<file path="src/rtl/uart_pkg.sv">
`default_nettype none
// +--------------------------------------------------------------------------+
// | uart_pkg : shared FSM encoding and default sizing for the UART RX path  |
// | Revision : 1.0                                                           |
// +--------------------------------------------------------------------------+
package uart_pkg;

   typedef logic [1:0] rx_state_t;

   localparam rx_state_t ST_OFF      = 2'b00;
   localparam rx_state_t ST_ARMED    = 2'b01;
   localparam rx_state_t ST_ACTIVE   = 2'b10;
   localparam rx_state_t ST_STOPPING = 2'b11;

   localparam int UART_DATA_WIDTH = 8;
   localparam int CLK_FREQ_MHZ    = 125;
   localparam int BAUDRATE        = 115200;
   localparam int FRAME_BITS      = 10;
   localparam int TIMEOUT_CHARS   = 4;

   // Whole clocks per bit first, so the result is a clean multiple of a bit time.
   function automatic int calc_timeout(input int clk_mhz, input int baud);
      int bit_cycles;
      bit_cycles = (clk_mhz * 1000000) / baud;
      return TIMEOUT_CHARS * FRAME_BITS * bit_cycles;
   endfunction

   localparam int UART_TIMEOUT_CYCLES = calc_timeout(CLK_FREQ_MHZ, BAUDRATE);

endpackage
`default_nettype wire

</file>
<file path="src/rtl/uart_rx_fifo.sv">
`default_nettype none
// +--------------------------------------------------------------------------+
// | uart_rx_fifo : synchronous first-word-fall-through byte FIFO with flush  |
// | Revision     : 1.0                                                       |
// +--------------------------------------------------------------------------+
module uart_rx_fifo import uart_pkg::*; #(
   parameter int DATA_WIDTH = UART_DATA_WIDTH,
   parameter int FIFO_DEPTH = 8,
   parameter int FIFO_AW    = $clog2(FIFO_DEPTH)
) (
   input  logic                  clk_i,
   input  logic                  rstn_i,
   input  logic                  push_i,
   input  logic [DATA_WIDTH-1:0] data_i,
   input  logic                  pop_i,
   input  logic                  flush_i,
   output logic [DATA_WIDTH-1:0] data_o,
   output logic [FIFO_AW:0]      level_o,
   output logic                  full_o,
   output logic                  empty_o
);

   logic [DATA_WIDTH-1:0] mem_q [FIFO_DEPTH];
   logic [FIFO_AW-1:0]    head_q, head_d;
   logic [FIFO_AW-1:0]    tail_q, tail_d;
   logic [FIFO_AW:0]      level_q, level_d;
   logic                  pop_ok;
   logic                  push_ok;

   assign empty_o = (level_q == '0);
   assign full_o  = (level_q == (FIFO_AW+1)'(FIFO_DEPTH));
   assign pop_ok  = pop_i && !empty_o;
   // A pop frees the slot in the same cycle, so a full FIFO still accepts.
   assign push_ok = push_i && (!full_o || pop_ok);

   always_comb begin
      head_d  = head_q;
      tail_d  = tail_q;
      level_d = level_q;
      if (flush_i) begin
         head_d  = '0;
         tail_d  = '0;
         level_d = '0;
      end else begin
         if (push_ok) tail_d = tail_q + FIFO_AW'(1);
         if (pop_ok)  head_d = head_q + FIFO_AW'(1);
         level_d = level_q + (FIFO_AW+1)'(push_ok) - (FIFO_AW+1)'(pop_ok);
      end
   end

   always_ff @(posedge clk_i) begin
      if (!rstn_i) begin
         head_q  <= '0;
         tail_q  <= '0;
         level_q <= '0;
      end else begin
         head_q  <= head_d;
         tail_q  <= tail_d;
         level_q <= level_d;
      end
   end

   always_ff @(posedge clk_i) begin
      if (push_ok && !flush_i) mem_q[tail_q] <= data_i;
   end

   assign data_o  = empty_o ? '0 : mem_q[head_q];
   assign level_o = level_q;

endmodule
`default_nettype wire

</file>
<file path="src/rtl/uart_rx_ctrl.sv">
`default_nettype none
// +--------------------------------------------------------------------------+
// | uart_rx_ctrl : RX enable sequencing, byte buffering, overrun/timeout irq |
// | Revision     : 1.0                                                       |
// +--------------------------------------------------------------------------+
module uart_rx_ctrl import uart_pkg::*; #(
   parameter int DATA_WIDTH     = UART_DATA_WIDTH,
   parameter int FIFO_DEPTH     = 8,
   parameter int FIFO_AW        = $clog2(FIFO_DEPTH),
   parameter int TIMEOUT_CYCLES = UART_TIMEOUT_CYCLES
) (
   input  logic                  clk_i,
   input  logic                  rstn_i,
   input  logic                  cfg_rx_enable_i,
   input  logic [FIFO_AW:0]      cfg_threshold_i,
   input  logic                  flush_i,
   input  logic [1:0]            clr_status_i,
   input  logic                  rx_done_i,
   input  logic [DATA_WIDTH-1:0] rx_data_i,
   input  logic                  rx_busy_i,
   output logic                  rx_en_o,
   output logic [DATA_WIDTH-1:0] rd_data_o,
   output logic                  rd_valid_o,
   input  logic                  pop_i,
   output logic [FIFO_AW:0]      fifo_level_o,
   output logic                  overrun_o,
   output logic                  timeout_o,
   output logic                  irq_o
);

   localparam int             CNT_W   = $clog2(TIMEOUT_CYCLES + 1);
   localparam logic [CNT_W-1:0] CNT_MAX = CNT_W'(TIMEOUT_CYCLES - 1);

   rx_state_t        state_q, state_d;
   logic             rx_en_q, rx_en_d;
   logic             overrun_q, overrun_d;
   logic             timeout_q, timeout_d;
   logic             irq_q, irq_d;
   logic [CNT_W-1:0] cnt_q, cnt_d;
   logic [FIFO_AW:0] level;
   logic             full;
   logic             empty;
   logic             drop;
   logic             cnt_clr;

   uart_rx_fifo #(
      .DATA_WIDTH (DATA_WIDTH),
      .FIFO_DEPTH (FIFO_DEPTH),
      .FIFO_AW    (FIFO_AW)
   ) u_fifo (
      .clk_i   (clk_i),
      .rstn_i  (rstn_i),
      .push_i  (rx_done_i),
      .data_i  (rx_data_i),
      .pop_i   (pop_i),
      .flush_i (flush_i),
      .data_o  (rd_data_o),
      .level_o (level),
      .full_o  (full),
      .empty_o (empty)
   );

   always_ff @(posedge clk_i) begin
      if (!rstn_i) begin
         state_q <= ST_OFF;
         rx_en_q <= 1'b0;
      end else begin
         state_q <= state_d;
         rx_en_q <= rx_en_d;
      end
   end

   // A busy line always wins over disable so a started frame is finished.
   always_comb begin
      state_d = state_q;
      unique case (state_q)
         ST_OFF:      if (cfg_rx_enable_i) state_d = ST_ARMED;
         ST_ARMED: begin
            if (rx_busy_i)             state_d = cfg_rx_enable_i ? ST_ACTIVE : ST_STOPPING;
            else if (!cfg_rx_enable_i) state_d = ST_OFF;
         end
         ST_ACTIVE: begin
            if (!rx_busy_i) state_d = cfg_rx_enable_i ? ST_ARMED : ST_OFF;
            else if (!cfg_rx_enable_i) state_d = ST_STOPPING;
         end
         ST_STOPPING: if (!rx_busy_i) state_d = ST_OFF;
         default:     state_d = ST_OFF;
      endcase
   end

   always_comb begin
      rx_en_d = (state_d != ST_OFF);
   end

   // Flush discards a coincident byte silently, so it never counts as a drop.
   assign drop    = rx_done_i && full && !(pop_i && !empty) && !flush_i;
   assign cnt_clr = rx_done_i || pop_i || flush_i || (level == '0);

   always_comb begin
      cnt_d = cnt_q;
      if (cnt_clr)                         cnt_d = '0;
      else if (!rx_busy_i && cnt_q != CNT_MAX) cnt_d = cnt_q + CNT_W'(1);
      overrun_d = drop || (overrun_q && !clr_status_i[0]);
      timeout_d = (cnt_q == CNT_MAX) || (timeout_q && !clr_status_i[1]);
      irq_d     = ((cfg_threshold_i != '0) && (level >= cfg_threshold_i))
                  || overrun_q || timeout_q;
   end

   always_ff @(posedge clk_i) begin
      if (!rstn_i) begin
         cnt_q     <= '0;
         overrun_q <= 1'b0;
         timeout_q <= 1'b0;
         irq_q     <= 1'b0;
      end else begin
         cnt_q     <= cnt_d;
         overrun_q <= overrun_d;
         timeout_q <= timeout_d;
         irq_q     <= irq_d;
      end
   end

   assign rx_en_o      = rx_en_q;
   assign rd_valid_o   = !empty;
   assign fifo_level_o = level;
   assign overrun_o    = overrun_q;
   assign timeout_o    = timeout_q;
   assign irq_o        = irq_q;

endmodule
`default_nettype wire

</file>
<file path="config.mk">
export PLATFORM = sky130hd
export DESIGN_NAME = uart_rx_ctrl
export DESIGN_NICKNAME = d
export VERILOG_FILES = /design/src/rtl/uart_pkg.sv /design/src/rtl/uart_rx_fifo.sv /design/src/rtl/uart_rx_ctrl.sv
export SDC_FILE = /design/constraint.sdc
export NUM_CORES = 1
export LEC_CHECK = 0
export CAP_MARGIN = 40
export CORE_MARGIN = 2
export CORE_UTILIZATION = 45
export CTS_BUF_LIST = sky130_fd_sc_hd__clkbuf_4 sky130_fd_sc_hd__clkbuf_8
export DETAILED_ROUTE_END_ITERATION = 12
export PLACE_DENSITY = 0.67
export SYNTH_ARGS = -nofsm -noshare
export SYNTH_HDL_FRONTEND = slang
export SYNTH_SLANG_ARGS = --single-unit
</file>
<file path="constraint.sdc">
create_clock -name clk_i -period 2.4 [get_ports clk_i]
set_clock_uncertainty 0.2 [all_clocks]
set_input_delay 0.6 -clock clk_i [delete_from_list [all_inputs] [get_ports clk_i]]
set_output_delay 0.6 -clock clk_i [all_outputs]
set_load 0.05 [all_outputs]
</file>
Word level (Yosys, flattened, before mapping) --
Memories as Yosys holds them, arrays and structs flattened. A register that Yosys moved wholly into a read port is not among the register bits. Cells that the tools add are included.
Storage, ports and cells: register bits 32, bits in latches 0, bits in writable memories 64, bits in read-only memories 0, output and inout bits 17, logic and storage cells 68, memories 1
Operators by class: add/sub/neg operators 5, $mul 0, div/mod/pow operators 0, $lt $le $gt $ge 1, equality and inequality tests 6, shifts and indexed selects 0, muxes and demuxes 14, bitwise gates (word level) 1, reductions and logical operators 31
Memories:
- u_fifo.mem_q | depth 8, bits a word 8, read ports 1, clocked after Yosys merged registers in 1, wr ports 1, line uart_rx_fifo.sv:23 | logic [DATA_WIDTH-1:0] mem_q [FIFO_DEPTH];
Operators by type and width (count):
- $add A16 B1 Y16 const B | 1
- $eq A16 B16 Y1 const B | 1
- $ne A16 B16 Y1 const B | 1
- $mux W2 | 6
- $logic_and A1 B1 Y1 | 10
- $logic_or A1 B1 Y1 | 8
- $mux W8 | 1
- $pmux W2 S4 | 1
- $logic_not A1 Y1 | 7
- $add A3 B1 Y3 const B | 2
- $mux W3 | 2
- $add A4 B1 Y4 | 1
- $eq A2 B2 Y1 const B | 2
- $eq A4 B4 Y1 const B | 1
- $ge A4 B4 Y1 | 1
- $logic_not A4 Y1 | 1
- $mux W1 | 4
- $reduce_bool A4 Y1 | 1
- $reduce_or A2 Y1 | 2
- $sub A4 B1 Y4 | 1
- $eq A2 B1 Y1 const B | 1
- $logic_not A2 Y1 | 1
- $reduce_bool A2 Y1 | 1
- $not A1 Y1 | 1

Longest topological paths before layout --
Gate-level depths: netlist of the first run.
word-level depth 8, gate-level depth with buffers 12, depth with buffers taken out 11

Cells and area by module --
A second synthesis of the first run with hierarchy kept.
Unflattened totals: cells, all modules 319, area total of the unflattened synthesis 4316.6 sq um
By module, submodules not included:
- uart_rx_fifo | instances 1, cells an instance 180, area each 3151.8 sq um, sequential area each 2182.1 sq um
- uart_rx_ctrl | instances 1, cells an instance 139, area each 1164.9 sq um, sequential area each 440.4 sq um

Least setup slack after synthesis of the first run --
Ideal clock, no wire load.
path kind reg-to-reg, start reg u_fifo.level_q[2] (netlist: u_fifo.level_o[2]), end mem u_fifo.mem_q[0][0] (netlist name), enable pin, library setup time 0.383 ns, arrival time 2.492 ns, required time 1.817 ns, path slack -0.676 ns, cell stages (with the launch flop) 7, path buffers 0, period minus slack after synthesis 3.076 ns, path through dfxtp_1 inv_1 ha_1 nand2b_1 nand3_1 or4b_2 nor3_1
On the way: longest elaborated chain between the ends 8, elaborated cells on any way between the ends 10
Ends and longest elaborated chain:
- start: declaration | line uart_rx_fifo.sv:26 | logic [FIFO_AW:0] level_q, level_d;
- start signal: assignment | line uart_rx_fifo.sv:59 | level_q <= level_d;
- $logic_not A4 Y1 | line uart_rx_fifo.sv:30 | assign empty_o = (level_q == '0);
- $logic_not A1 Y1 | line uart_rx_fifo.sv:32 | assign pop_ok = pop_i && !empty_o;
- $logic_and A1 B1 Y1 | line uart_rx_fifo.sv:32
- $logic_or A1 B1 Y1 (*) | line uart_rx_fifo.sv:34 | assign push_ok = push_i && (!full_o || pop_ok);
- $logic_and A1 B1 Y1 (*) | line uart_rx_fifo.sv:34
- $logic_and A1 B1 Y1 (*) | line uart_rx_fifo.sv:64 | if (push_ok && !flush_i) mem_q[tail_q] <= data_i;
- $mux W1 (*) | line uart_rx_fifo.sv:64
- $mux W1 (not written as such) (*) | line uart_rx_fifo.sv:64
- end: declaration | line uart_rx_fifo.sv:23
Every way passes the cells marked *; elsewhere a longest branch is shown, timed or not.

==> metrics.txt, run 1 <==
status finished with violations; failing checks negative setup slack; via count of the first global-routing pass 2637; Layout area overhead 25.8%; row count 35; Starting Density 45.7%; Arr. time, crit path 1.84 ns; post-synth top area share 46.1%; Antenna diodes 0; CP startpoint kind flop; fin crit share 110%; drt total wl 7880 um; fmax 378 MHz; Vias 2535; Register-to-Register Setup Slack 0.17 ns; Mapped Cells 306; synth unique cells 41; Power Internal 3.17 mW; biggest area consumer among synthesized cells edfxtp_1; Worst Path Max Fanout 8; Max Cap Viol 0; XOR/XNOR Fraction of Synth Area 4.00%; crit path time final 2.64 ns; crit path kind reg2out; Main synth FF type edfxtp_1; crit path to rd_data_o[2]; H-tree levels 3; WL met1 3580 um; GR Overflow Total 0; met3 WL 260 um; Ports 38; antenna violations before repair 0; FF-to-FF Start u_fifo.level_o[2]; Clock transition at path regs 0.10 ns; clock share of power 24.6%; Max Slew Vio Count 0; DR pass1 iterations 4; pwr dens 906 mW/mm^2; sequential power share 40.8%; LEAKAGE 1.80 nW; Die W 100 um; Detail Placement HPWL 5460 um; combinational share of power 34.6%; Layout Nets 401; Final ANT Viol Nets 0; combinational family with the most area after synthesis simple AND/OR/NAND/NOR gates; die area 0.0100 mm^2; Root Buffer clkbuf_8; Post-synth EDFFs 64; wire per inst 16.3 um; unrepaired setup endpoints after global routing yes; layout cells sized above 1 26.6%; register area share after synthesis 63.0%; Synth Area in Compound Gates 3.09%; drt drc 0; hold buffers post-CTS 0; Clock Tree Buf Depth 2; final hold violations 0; vias per cell 5.25; Netlist Area Pre-Place 0.00417 mm^2; Slew Limit Headroom 66.3%; metal2 WL 3950 um; Async SR Flop Fraction 0%; mux contribution to synthesized area 11.1%; pre-CTS setup slack -0.509 ns; DR top layer met4; Clock Latency Late Sink 0.35 ns; Synth Area in Adders 4.09%; crit end category output pin; clock sink count 99; PortBufs 37; Core Area 0.00911 mm^2; first-pass GRT wire length 13100 um; Sw Pwr 1.58 mW; post-layout util 57.5%; largest net degree at the start of global routing 17; largest cells by area after synthesis edfxtp_1 46%, dfxtp_1 17%, mux4_2 8.7%, nor2_1 4.3%, ha_1 3.6%; Least-Margin Pin Slew 0.504 ns; GP Congestion 0.765; Post-Synth Simple-Gate Area 12.2%; CTS tree built; hold crit path type reg2reg; Syn Nets 340; FF-to-FF End u_fifo.mem_q[0][3]; Net Sw Frac 33.3%; synthesis-stage register bit count 99; Synth Area per Inst 13.6 um^2; Yosys warnings 0; peak supply drop 0.630 mV; Data required, critical path 1.60 ns; Num CTS Buffers 9; Total GRT Usage 17.2%; Worst R2R Path Depth 7; setup violators final 8; final worst slack -0.244 ns; Die Span Y 100 um; DRT iter0 DRCs 77
## worst max-delay path, cell delays in order (launching register included)
cell     delay, ns
dfxtp_4       0.41
buf_12        0.15
mux4_2        0.54
mux2i_4       0.17
nor2_2        0.06
buf_6         0.15
## power by group through the flow
stage | combinational, mW | clock (mW) | sequential, mW
after detailed placement | 1.58 | 0 | 1.97
after global placement | 1.55 | 0 | 1.97
after floorplan | 1.03 | 0 | 2.07
after global routing | 1.78 | 1.26 | 1.95
after CTS | 1.66 | 1.20 | 1.94
final | 1.64 | 1.17 | 1.94
## placed cells by master, fill, tap and decap left out, types with 7 or more instances in the layout
master | netlist | routed
inv_1 | 16 | 13
nand2_1 | 10 | 10
dfxtp_1 | 35 | 30
xor2_1 | 11 | 11
edfxtp_1 | 64 | 64
a21oi_1 | 10 | 9
nor2_1 | 48 | 36
buf_4 | 0 | 19
buf_6 | 1 | 8
mux4_2 | 16 | 16
ha_1 | 12 | 10
clkdlybuf4s50_1 | 0 | 24
clkbuf_8 | 0 | 10
nor2_2 | 0 | 9
mux2i_1 | 10 | 7
xnor2_1 | 8 | 8
## metal layers
metal	global-route usage (%)	vias up
li1	-	1252
met1	22.2	1239
met2	29.2	39
met3	3.97	5
met4	5.06	0
met5	0	-
## registers in the layout, summed over array words and instances, names as in the netlist, 2 cells and up, named ones only
| name | cells |
|---|---|
| u_fifo.mem_q | 64 |
| cnt_q | 16 |
| u_fifo.head_q | 3 |
| u_fifo.level_o | 4 |
| state_q | 2 |
| u_fifo.tail_q | 3 |
## cell type report
cell class                      count  area [um^2]
Clock inverter                      6         86.3
Inverter                           16         66.3
Timing Repair Buffer               60          623
Multi-Input combinational cell    181         1550
Clock buffer                       10          138
Fill cell                         763         3870
Sequential cell                    99         2640
Tap cell                          111          139
## repair_timing
item	in CTS	in global routing
buffers inserted	1	0
gates resized for setup	17	4
setup endpoints to repair	42	26
hold endpoints to repair	0	0
cloned	1	0
pin swaps	2	4
## worst min path at each step
| stage | from | endpoint | slack, ns | cells past startpoint |
|---|---|---|---|---|
| global placement | state_q[1] | state_q[0] | 0.25 | 1 |
| floorplan | state_q[1] | state_q[0] | 0.24 | 1 |
| CTS | state_q[1] | state_q[0] | 0.29 | 1 |
| finish | state_q[1] | state_q[0] | 0.30 | 1 |
| detailed placement | state_q[1] | state_q[0] | 0.28 | 1 |
| global route | u_fifo.head_q[1] | flop | 0.32 | 2 |
## cells in the mapped netlist, types with 2 or more instances
master,n
ha_1,12
or3_1,3
mux2i_1,10
a21oi_1,10
xor2_1,11
o21ai_0,6
nor2_1,48
nor3_1,5
edfxtp_1,64
nand3_1,7
dfxtp_1,35
mux4_2,16
inv_1,16
buf_2,4
nor4b_1,3
clkbuf_1,4
xnor2_1,8
nand2_1,10
nand2b_1,6
nand4_1,5
nor4_1,2
a221oi_1,2
## through the flow
| step | instance area, um^2 | total power [mW] | cells | hold slack (ns) | setup TNS (ns) |
|---|---|---|---|---|---|
| 2_1_floorplan | 4280 | 3.10 | 306 | 0.243 | -0.956 |
| 3_3_place_gp | 4900 | 3.52 | 465 | 0.253 | -21.94 |
| 3_5_place_dp | 4900 | 3.55 | 465 | 0.282 | -24.90 |
| 4_1_cts | 5220 | 4.79 | 483 | 0.294 | -2.11 |
| 5_1_grt | 5240 | 4.98 | 483 | 0.320 | -2.43 |
| 6_report | 5240 | 4.75 | 483 | 0.298 | -1.78 |
## logic make-up (layout without fill, tap and decap cells)
| family | Yosys count | after routing |
|---|---|---|
| AO/OA/AOI/OAI | 22 | 22 |
| XOR/XNOR | 19 | 19 |
| buffers and inverters | 26 | 92 |
| AND/OR/NAND/NOR | 101 | 101 |
| adder cells (fa/ha/maj) | 13 | 13 |
| multiplexers | 26 | 26 |
| flip-flops | 99 | 99 |
Note: power is estimated with default switching activity, not from simulation.
==> inputs of run 2 (changes only) <==
--- a/config.mk
+++ b/config.mk
@@ -5,12 +5,11 @@
 export SDC_FILE = /design/constraint.sdc
 export NUM_CORES = 1
 export LEC_CHECK = 0
-export CAP_MARGIN = 40
 export CORE_MARGIN = 2
 export CORE_UTILIZATION = 45
 export CTS_BUF_LIST = sky130_fd_sc_hd__clkbuf_4 sky130_fd_sc_hd__clkbuf_8
 export DETAILED_ROUTE_END_ITERATION = 12
-export PLACE_DENSITY = 0.67
+export PLACE_DENSITY_LB_ADDON = 0.12
 export SYNTH_ARGS = -nofsm -noshare
 export SYNTH_HDL_FRONTEND = slang
 export SYNTH_SLANG_ARGS = --single-unit
==> run 2 against run 1 <==
  * The flow still finishes with violations (negative setup slack)
  * Die area did not move
  * Via count rose by 0.36%
  * First-iteration DRC count rose by 27%
  * Register-to-register slack improved by 0.06 ns
  * Worst hold slack got worse by 0.0015 ns
  * Global-route usage rose by 0.066 points
  * Power fell by 4.7%
  * Sequential cell count did not move
  * Fmax rose by 0.29%
  * Clock power fell by 18%
  * Critical path depth did not move
  * Critical endpoint is now rd_data_o[6]
  * Highest routed layer unchanged
==> metrics.txt, run 2 (same netlist as run 1, synthesis figures left out) <==
Total GRT Usage 17.3% (+0.066 points); LEAKAGE 1.79 nW (-0.56%); Die Span Y 100 um (unchanged); fmax 379 MHz (+0.29%); final worst slack -0.236 ns (+0.00768 ns); Final ANT Viol Nets 0 (unchanged); GR Overflow Total 0 (unchanged); clock sink count 99 (unchanged); Die W 100 um (unchanged); first-pass GRT wire length 13100 um (+0.16%); Least-Margin Pin Slew 0.506 ns (+0.00204 ns); Layout Nets 402 (+0.25%); fin crit share 110% (-0.32 points); Root Buffer clkbuf_8; Detail Placement HPWL 5450 um (-0.19%); failing checks negative setup slack; setup_tns -1.69 ns (+0.0939 ns); Data required, critical path 1.60 ns (about the same); max FFs per register 64 (unchanged); die area 0.0100 mm^2 (unchanged); vias per cell 5.26 (+0.15%); Clock Tree Buf Depth 2 (unchanged); placed instance area 0.00491 mm^2 (+0.10%); commonest non-fill, non-tap cell in the layout edfxtp_1; crit end category output pin; DR top layer met4; PortBufs 37 (unchanged); CTS tree built; Num CTS Buffers 9 (unchanged); drt total wl 7900 um (+0.29%); Worst Path Max Fanout 8 (unchanged); hold depth 2 (+1); drt drc 0 (unchanged); setup violators final 8 (unchanged); Worst Hold Slack 0.296 ns (-0.00153 ns); Worst R2R Path Depth 7 (unchanged); row count 35 (unchanged); DRT iter0 DRCs 98 (+27%); antenna violations before repair 0 (unchanged); wire per inst 16.3 um (about the same); Vias 2544 (+0.36%); Core Area 0.00911 mm^2 (unchanged); peak supply drop 0.562 mV (-11%); Layout area overhead 24.7%; commonest non-fill, non-tap cells in the layout 64 x edfxtp_1, 36 x nor2_1, 30 x dfxtp_1; Max Slew Vio Count 0 (unchanged); Ports 38 (unchanged); hold buffers post-CTS 0 (unchanged); CP startpoint kind flop; post-route cell area 0.00519 mm^2 (-0.93%); largest net degree at the start of global routing 17 (unchanged); GP Congestion 0.785 (+2.6%); WL met1 3450 um (-3.8%); Antenna diodes 0 (unchanged); H-tree levels 3 (unchanged); met3 WL 193 um (-26%); hold crit path type reg2reg; pre-CTS setup slack -0.506 ns (+0.00319 ns); via count of the first global-routing pass 2639 (+0.076%); Clock Latency Late Sink 0.34 ns (about the same); Arr. time, crit path 1.84 ns (about the same); DR pass1 iterations 4 (unchanged); fill cell count 754 (-1.2%); crit path kind reg2out; Biggest register u_fifo.mem_q; crit path time final 2.64 ns (-0.00768 ns); layout cells sized above 1 26.8% (+0.20 points); Max Cap Viol 0 (unchanged); Clock transition at path regs 0.09 ns (about the same); status finished with violations; Slew Limit Headroom 66.2% (-0.14 points); final hold violations 0 (unchanged); pwr dens 872 mW/mm^2 (-3.8%); unrepaired setup endpoints after global routing yes; Starting Density 45.7% (unchanged); metal2 WL 4190 um (+6.1%)
==> run 2: final cells by class <==
cell class | instances | area (um^2) | area share [%]
Sequential cell | 99 | 2640 | 50.8
Multi-Input combinational cell | 181 | 1540 | 29.7
Timing Repair Buffer | 61 | 632 | 12.2
Clock buffer | 12 | 153 | 2.94
Tap cell | 111 | 139 | 2.67
Inverter | 16 | 66.3 | 1.28
Clock inverter | 4 | 26.3 | 0.506
==> run 2: routing by layer <==
metal  track usage [%]  vias to the layer above
li1                  -                     1256
met1              21.1                     1235
met2              31.1                       46
met3              2.72                        7
met4              6.01                        0
met5                 0                        -
==> run 2: final timing paths <==
kind / slack (ns) / start / endpoint
setup / recovery: -0.24 / flop / rd_data_o[6]
hold / removal: 0.30 / u_fifo.head_q[1] / u_fifo.head_q[1]
setup reg to reg: 0.23 / u_fifo.level_o[3] / u_fifo.mem_q[0][1]
hold reg to reg: 0.30 / u_fifo.head_q[1] / u_fifo.head_q[1]
==> run 2: report_power, final <==
group / leakage [nW] / internal [mW] / switching, mW
Clock: 0.0898 / 0.428 / 0.529
Sequential: 0.864 / 1.89 / 0.0507
Combinational: 0.833 / 0.672 / 0.963
Total: 1.79 / 2.99 / 1.54
==> run 2: metrics by stage <==
stage	utilization, %	instances	power (mW)
3_5_place_dp	53.9	466	3.55
5_1_grt	57.0	484	4.78
6_report	57.0	484	4.53
3_3_place_gp	53.9	466	3.53
2_1_floorplan	-	306	3.10
4_1_cts	56.8	484	4.59
==> run 2: what timing repair did <==
item                       CTS  global route
gates cloned                 1             0
buffers inserted             1             0
setup endpoints to repair   41            24
pin swaps                    2             5
gates resized for setup     14             5
==> run 2: worst max-delay path, stage by stage (launching register included) <==
cell	delay, ns
dfxtp_4	0.40
buf_12	0.15
mux4_2	0.54
mux2i_1	0.19
nor2_2	0.06
buf_6	0.15
